## src/rtl/hpf_fir_mac_seq_if.sv

```systemverilog
// hpf_fir_mac_seq_if: sample-in, coefficient-write and result-out signals of the FIR engine.
// The master side drives samples and coefficients; the slave side is the engine.
interface hpf_fir_mac_seq_if #(
    parameter int DATA_W = 16,
    parameter int COEF_W = 16,
    parameter int NTAPS  = 8
);
    localparam int ACC_W = DATA_W + COEF_W + $clog2(NTAPS);
    localparam int AW    = $clog2(NTAPS);

    logic signed [DATA_W-1:0] _x_in;
    logic                     _x_valid_in;
    logic                     _x_ready_out;
    logic                     _coef_we_in;
    logic        [AW-1:0]     _coef_addr_in;
    logic signed [COEF_W-1:0] _coef_data_in;
    logic signed [ACC_W-1:0]  _y_out;
    logic                     _y_valid_out;
    logic                     _y_ready_in;

    modport master (
        output _x_in, _x_valid_in, _coef_we_in, _coef_addr_in, _coef_data_in, _y_ready_in,
        input  _x_ready_out, _y_out, _y_valid_out
    );

    modport slave (
        input  _x_in, _x_valid_in, _coef_we_in, _coef_addr_in, _coef_data_in, _y_ready_in,
        output _x_ready_out, _y_out, _y_valid_out
    );
endinterface

```

## src/rtl/hpf_fir_mac_seq.sv

```systemverilog
// hpf_fir_mac_seq: sequential single-multiplier FIR engine with a carry-lookahead accumulator.
// One sample per handshake, NTAPS MAC cycles, then the result is held until taken.
module cla #(
    parameter int BITS = 32
) (
    input  logic [BITS-1:0] _a_in,
    input  logic [BITS-1:0] _b_in,
    input  logic            _c_in,
    output logic [BITS-1:0] _s_out,
    output logic            _c_out
);
    logic [BITS-1:0] g, p;
    logic [BITS:0]   c;

    assign g = _a_in & _b_in;
    assign p = _a_in ^ _b_in;

    always_comb begin
        c[0] = _c_in;
        for (int i = 0; i < BITS; i++) c[i+1] = g[i] | (p[i] & c[i]);
    end

    assign _s_out = p ^ c[BITS-1:0];
    assign _c_out = c[BITS];
endmodule

module hpf_fir_mac_seq #(
    parameter int DATA_W = 16,
    parameter int COEF_W = 16,
    parameter int NTAPS  = 8
) (
    input logic                  _clk_in,
    input logic                  _rst_n_in,
    hpf_fir_mac_seq_if.slave     bus
);
    localparam int ACC_W = DATA_W + COEF_W + $clog2(NTAPS);
    localparam int PW    = DATA_W + COEF_W;
    localparam int IW    = $clog2(NTAPS);

    localparam logic [1:0] IDLE = 2'd0;
    localparam logic [1:0] MAC  = 2'd1;
    localparam logic [1:0] OUT  = 2'd2;

    logic        [1:0]        state_q, state_d;
    logic        [IW-1:0]     idx_q, idx_d;
    logic        [ACC_W-1:0]  acc_q, acc_d;
    logic        [ACC_W-1:0]  y_q, y_d;
    logic signed [DATA_W-1:0] d_q [NTAPS];
    logic signed [DATA_W-1:0] d_d [NTAPS];
    logic signed [COEF_W-1:0] c_q [NTAPS];
    logic signed [COEF_W-1:0] c_d [NTAPS];

    logic signed [PW-1:0]     prod;
    logic        [ACC_W-1:0]  addend, sum;
    logic                     c_out_unused;
    logic                     coef_ok, accept, last;

    assign prod   = PW'(d_q[idx_q]) * PW'(c_q[idx_q]);
    assign addend = {{(ACC_W-PW){prod[PW-1]}}, prod};

    cla #(.BITS(ACC_W)) u_acc_add (
        ._a_in  (acc_q),
        ._b_in  (addend),
        ._c_in  (1'b0),
        ._s_out (sum),
        ._c_out (c_out_unused)
    );

    // Coefficients may only change between computations, so a result never mixes two sets.
    assign coef_ok = (state_q == IDLE) && bus._coef_we_in && (int'(bus._coef_addr_in) < NTAPS);
    assign accept  = (state_q == IDLE) && bus._x_valid_in;
    assign last    = idx_q == IW'(NTAPS - 1);

    always_comb begin
        state_d = state_q;
        idx_d   = idx_q;
        acc_d   = acc_q;
        y_d     = y_q;
        d_d     = d_q;
        c_d     = c_q;
        if (coef_ok) c_d[bus._coef_addr_in] = bus._coef_data_in;
        if (accept) begin
            d_d[0] = bus._x_in;
            for (int k = 1; k < NTAPS; k++) d_d[k] = d_q[k-1];
            acc_d   = '0;
            idx_d   = '0;
            state_d = MAC;
        end
        if (state_q == MAC) begin
            acc_d = sum;
            idx_d = idx_q + IW'(1);
            if (last) begin
                y_d     = sum;
                state_d = OUT;
            end
        end
        if (state_q == OUT && bus._y_ready_in) state_d = IDLE;
    end

    always_ff @(posedge _clk_in or negedge _rst_n_in) begin
        if (!_rst_n_in) begin
            state_q <= IDLE;
            idx_q   <= '0;
            acc_q   <= '0;
            y_q     <= '0;
            d_q     <= '{default: '0};
            c_q     <= '{default: '0};
        end else begin
            state_q <= state_d;
            idx_q   <= idx_d;
            acc_q   <= acc_d;
            y_q     <= y_d;
            d_q     <= d_d;
            c_q     <= c_d;
        end
    end

    assign bus._x_ready_out = state_q == IDLE;
    assign bus._y_valid_out = state_q == OUT;
    assign bus._y_out       = y_q;
endmodule

```

## src/flat_wrapper.sv

```systemverilog
// flat-port wrapper written by rule: the top's interface ports become plain ports
module hpf_fir_mac_seq_flat 
#(
    parameter int DATA_W = 16,
    parameter int COEF_W = 16,
    parameter int NTAPS  = 8
)
  (_clk_in, _rst_n_in, bus__x_in, bus__x_valid_in, bus__coef_we_in, bus__coef_addr_in, bus__coef_data_in, bus__y_ready_in, bus__x_ready_out, bus__y_out, bus__y_valid_out);
  hpf_fir_mac_seq_if #(.DATA_W(DATA_W), .COEF_W(COEF_W), .NTAPS(NTAPS)) bus_i ();
  input logic _clk_in;
  input logic _rst_n_in;
  input wire logic [$bits(bus_i._x_in)-1:0] bus__x_in;
  input wire logic [$bits(bus_i._x_valid_in)-1:0] bus__x_valid_in;
  input wire logic [$bits(bus_i._coef_we_in)-1:0] bus__coef_we_in;
  input wire logic [$bits(bus_i._coef_addr_in)-1:0] bus__coef_addr_in;
  input wire logic [$bits(bus_i._coef_data_in)-1:0] bus__coef_data_in;
  input wire logic [$bits(bus_i._y_ready_in)-1:0] bus__y_ready_in;
  output wire logic [$bits(bus_i._x_ready_out)-1:0] bus__x_ready_out;
  output wire logic [$bits(bus_i._y_out)-1:0] bus__y_out;
  output wire logic [$bits(bus_i._y_valid_out)-1:0] bus__y_valid_out;
  assign bus_i._x_in = bus__x_in;
  assign bus_i._x_valid_in = bus__x_valid_in;
  assign bus_i._coef_we_in = bus__coef_we_in;
  assign bus_i._coef_addr_in = bus__coef_addr_in;
  assign bus_i._coef_data_in = bus__coef_data_in;
  assign bus_i._y_ready_in = bus__y_ready_in;
  assign bus__x_ready_out = bus_i._x_ready_out;
  assign bus__y_out = bus_i._y_out;
  assign bus__y_valid_out = bus_i._y_valid_out;
  hpf_fir_mac_seq #(.DATA_W(DATA_W), .COEF_W(COEF_W), .NTAPS(NTAPS)) u_core (._clk_in(_clk_in), ._rst_n_in(_rst_n_in), .bus(bus_i));
endmodule
```

## config.mk

```make
export PLATFORM = sky130hd
export DESIGN_NAME = hpf_fir_mac_seq_flat
export DESIGN_NICKNAME = d
export VERILOG_FILES = /design/src/rtl/hpf_fir_mac_seq_if.sv /design/src/rtl/hpf_fir_mac_seq.sv /design/src/flat_wrapper.sv
export SDC_FILE = /design/constraint.sdc
export NUM_CORES = 1
export LEC_CHECK = 0
export ABC_AREA = 1
export CORE_MARGIN = 8
export CORE_UTILIZATION = 46
export CTS_CLUSTER_DIAMETER = 120
export DETAILED_ROUTE_END_ITERATION = 10
export GPL_ROUTABILITY_DRIVEN = 0
export HOLD_SLACK_MARGIN = 0.12
export PLACE_DENSITY_LB_ADDON = 0.05
export SLEW_MARGIN = 20
export SYNTH_ARGS = -nofsm -noshare
export SYNTH_HDL_FRONTEND = slang
export SYNTH_SLANG_ARGS = --single-unit
```

## constraint.sdc

```tcl
create_clock -name _clk_in -period 18.4 [get_ports _clk_in]
set_input_delay 3.68 -clock _clk_in [delete_from_list [all_inputs] [get_ports _clk_in]]
set_output_delay 3.68 -clock _clk_in [all_outputs]
set_load 0.01 [all_outputs]
```

==> out/summary.txt, run 1 <==
STA
--------------------------------------------------------------------------------------------------
Final hold slack                                                                          0.479 ns
Fin. Hold Viols                                                                                  0
Final Setup Violations                                                                           0
Final critical delay including setup and external delays                                  17.30 ns
Worst Max-Slew Pin Slew                                                                   0.978 ns
Highest Clock Rate                                                                      0.0578 GHz
Headroom to the max-slew limit                                                               34.8%
Final Skew                                                                               0.0158 ns
Unrepaired setup endpoints after global routing                                              false
Sum of negative setup slack                                                                   0 ns
Count of pins over their slew limit                                                              0
Fraction of the cycle the final worst path needs                                             94.0%

YOSYS
--------------------------------------------------------------------------------------------------
Most instantiated cells after synthesis                                               sky130_fd_sc_hd__nand2_1 (694), sky130_fd_sc_hd__inv_1 (503), sky130_fd_sc_hd__o21ai_0 (424), sky130_fd_sc_hd__dfrtp_1 (331), sky130_fd_sc_hd__fa_1 (295)
Number of enable-type register cells in the synthesized netlist                                  0
Yosys warns                                                                                      0
Main area contributors after synthesis                                                sky130_fd_sc_hd__dfrtp_1 (33%), sky130_fd_sc_hd__fa_1 (23%), sky130_fd_sc_hd__nand2_1 (10%)
Number of nets in the synthesized netlist                                                     3388
Mean instance size in the synthesized netlist                                           8.50 sq um
Area share of the largest cell type after synthesis                                          32.8%
Synthesized flop and latch total                                                               331
Post-synthesis cell type count                                                                  41
Most frequently used cell type in the post-synthesis netlist                          sky130_fd_sc_hd__nand2_1
Netlist area before placement                                                         0.0252 sq mm
Share of synthesized flip-flops with an asynchronous set or reset                             100%
Most common flop cell mapped by yosys                                                 sky130_fd_sc_hd__dfrtp_1
Largest area contributor in the synthesized netlist                                   sky130_fd_sc_hd__dfrtp_1
Part of the Yosys area used for sequential elements                                          32.8%
Cells after synthesis                                                                         2968

DRT
--------------------------------------------------------------------------------------------------
Average via count per standard cell                                                           5.14
Via count                                                                                    19100
Pre-antenna DRT Iters                                                                            6
Routed WL                                                                                  64.7 mm
Drt wl/cell                                                                           17.4 microns
Iter 0 DRT Violations                                                                         1433
Number of routed nets with antenna violations                                                    0
Post-route DRC                                                                                   0

CLOCKING
--------------------------------------------------------------------------------------------------
Hold-fix buffers at CTS                                                                          0
Quantity of gates resized following cts                                                          0
Clock buffer depth                                                                               3
CTS Sinks                                                                                      331
Clock transition time at the flip-flop clock pins of the worst setup and hold paths        0.06 ns
Total number of H-tree levels                                                                    2
Clock tree root driver cell                                                           sky130_fd_sc_hd__clkbuf_16
Inserted Clock Buffers                                                                          39
Clock tree from TritonCTS                                                                      yes
Insertion delay of the later-clocked pin in the worst-skew pair                            0.56 ns
Postcts setup bufs                                                                               0

SETUP PATH
--------------------------------------------------------------------------------------------------
Critical R2R Launch                                                                   u_core.idx_q[0]
Crit path DAT                                                                             17.74 ns
Most common cell type on the critical path                                            sky130_fd_sc_hd__fa_1
Crit end category                                                                        flip-flop
Reg2reg setup slack                                                                        1.10 ns
CP bufs+invs                                                                                     4
Startpoint class of the critical path                                                    flip-flop
Worst Path Class, Setup                                                               flip-flop to flip-flop
Family with the most delay on the worst path                                           adder cells
Standard cell with the maximum stage delay on the critical path                       sky130_fd_sc_hd__o21ai_2
CP peak stage delay                                                                        0.51 ns
Endpoint required time on the critical path                                               18.84 ns
Worst-path maximum fanout                                                                      147
Number of cells on the worst reg-to-reg path                                                    47
Destination of the worst register-to-register timing path                             u_core.acc_q[34]

PLACED DESIGN
--------------------------------------------------------------------------------------------------
Number of port buffers                                                                          76
HPWL reported at the end of detailed placement                                             47.7 mm
Cell area after placement                                                             0.0265 sq mm

FLOW RUN
--------------------------------------------------------------------------------------------------
Count of max-cap constraint violations                                                           0

CELLS AND AREA
--------------------------------------------------------------------------------------------------
Net count of the finished layout                                                              3408
Fraction of layout instances using a drive strength above 1                                  6.13%
Final non-filler cell area                                                            0.0279 sq mm
Synthesis-to-layout area growth                                                              10.6%

DIE
--------------------------------------------------------------------------------------------------
Die Width                                                                              250 microns
Die footprint                                                                         0.0626 sq mm
I/O Pins                                                                                        77
Core Footprint                                                                        0.0547 sq mm
Die outline height                                                                     250 microns
Initial cell density of the core                                                             46.2%
Count of standard-cell rows                                                                     86

GLOBAL ROUTING
--------------------------------------------------------------------------------------------------
Global-route met1 utilization                                                                30.9%
Met3 routing resource usage after global routing                                             4.04%
Grt met2 use                                                                                 33.0%
Maximum number of pins on one net before global-route repair                                   148
Via count of the first global-routing pass                                                   19800
Overall routing resource usage                                                               21.4%
Global-route wire length before repair                                                      109 mm
Most used routing layer                                                                       met2
Initial antenna violation count                                                                  0
Sum of overflow across all layers after global routing                                           0

WORST HOLD PATH
--------------------------------------------------------------------------------------------------
Instance count along the most critical hold path                                                 2
Class of the most critical hold timing path                                           flip-flop to flip-flop
Hold Path End                                                                         u_core.c_q[85]
Launch instance of the worst min-delay path                                           u_core.c_q[85]

OUTCOME
--------------------------------------------------------------------------------------------------
Run status                                                                            finished clean

==> worst max path at each step <==
stage                          startpoint                    end  slack, ns  depth (start not counted)
after floorplan           u_core.idx_q[1]       u_core.acc_q[33]       2.15                         49
after global placement    u_core.idx_q[0]       u_core.acc_q[34]       1.15                         51
after detailed placement  u_core.idx_q[0]       u_core.acc_q[34]       1.03                         50
after CTS                 u_core.idx_q[0]       u_core.acc_q[34]       0.99                         50
after global routing      u_core.idx_q[0]  u_core.bus._y_out[33]       0.10                         50
final                     u_core.idx_q[0]       u_core.acc_q[34]       1.10                         47
==> final cells by class <==
cell class | count | area, sq um
Antenna cell | 1 | 2.50
Clock buffer | 54 | 1170
Clock inverter | 17 | 262
Fill cell | 5280 | 26700
Inverter | 529 | 2000
Multi-Input combinational cell | 1968 | 14200
Sequential cell | 331 | 8290
Tap cell | 704 | 881
Timing Repair Buffer | 119 | 1110
==> per-stage QoR <==
step	utilization [%]	instances	setup slack [ns]
4_1_cts	51.1	3722	0.986
5_1_grt	51.1	3722	0.101
3_3_place_gp	48.4	3651	1.15
3_5_place_dp	48.4	3651	1.03
6_report	51.1	3723	1.10
2_1_floorplan	-	2968	2.15
==> state kept, by name, summed over array words and instances (netlist names) <==
register	flops
u_core.acc_q	35
u_core.bus._y_out	35
u_core.c_q	128
u_core.d_q	128
u_core.idx_q	3
u_core.state_q	2
==> placed cells by master, fill, tap and decap left out, drive strengths merged, types with 17 or more instances in the layout <==
| master | instances |
|---|---|
| a21oi | 118 |
| buf | 44 |
| clkbuf | 54 |
| clkdlybuf4s50 | 75 |
| dfrtp | 331 |
| fa | 295 |
| ha | 85 |
| inv | 530 |
| nand2 | 694 |
| nand3 | 18 |
| nor2 | 194 |
| o21ai | 479 |
| o22ai | 17 |
| xor2 | 20 |
==> routing by layer <==
| layer | wire [microns] | vias up | share of wire (%) |
|---|---|---|---|
| li1 | - | 9167 | - |
| met1 | 30200 | 9346 | 47 |
| met2 | 28400 | 521 | 44 |
| met3 | 4340 | 92 | 6.7 |
| met4 | 1760 | 0 | 2.7 |
| met5 | 0 | - | 0 |
==> tightest hold or removal path, cell delays in order, from the launching register on <==
cell	delay (ns)
sky130_fd_sc_hd__dfrtp_1	0.34
sky130_fd_sc_hd__nand2_1	0.05
sky130_fd_sc_hd__o21ai_0	0.06
==> cells by family after synthesis <==
family,synth area share (%)
buffers and inverters,11.0
AOI/OAI and AO/OA,13.3
adders and majority gates,27.6
and+or+nand+nor,14.3
DFF,32.8
xor gates and xnor gates,0.972
Power of run 1 is not shown: default switching activity piles up to over one toggle a cycle in this logic, so the estimate is an artifact.
==> run 2: changes to the inputs <==
- CAP_MARGIN: not set -> 20
==> results of run 2 <==
The final DEF is identical to that of run 1; final timing and power are the same.
Power of run 2 is left out for the same reason.
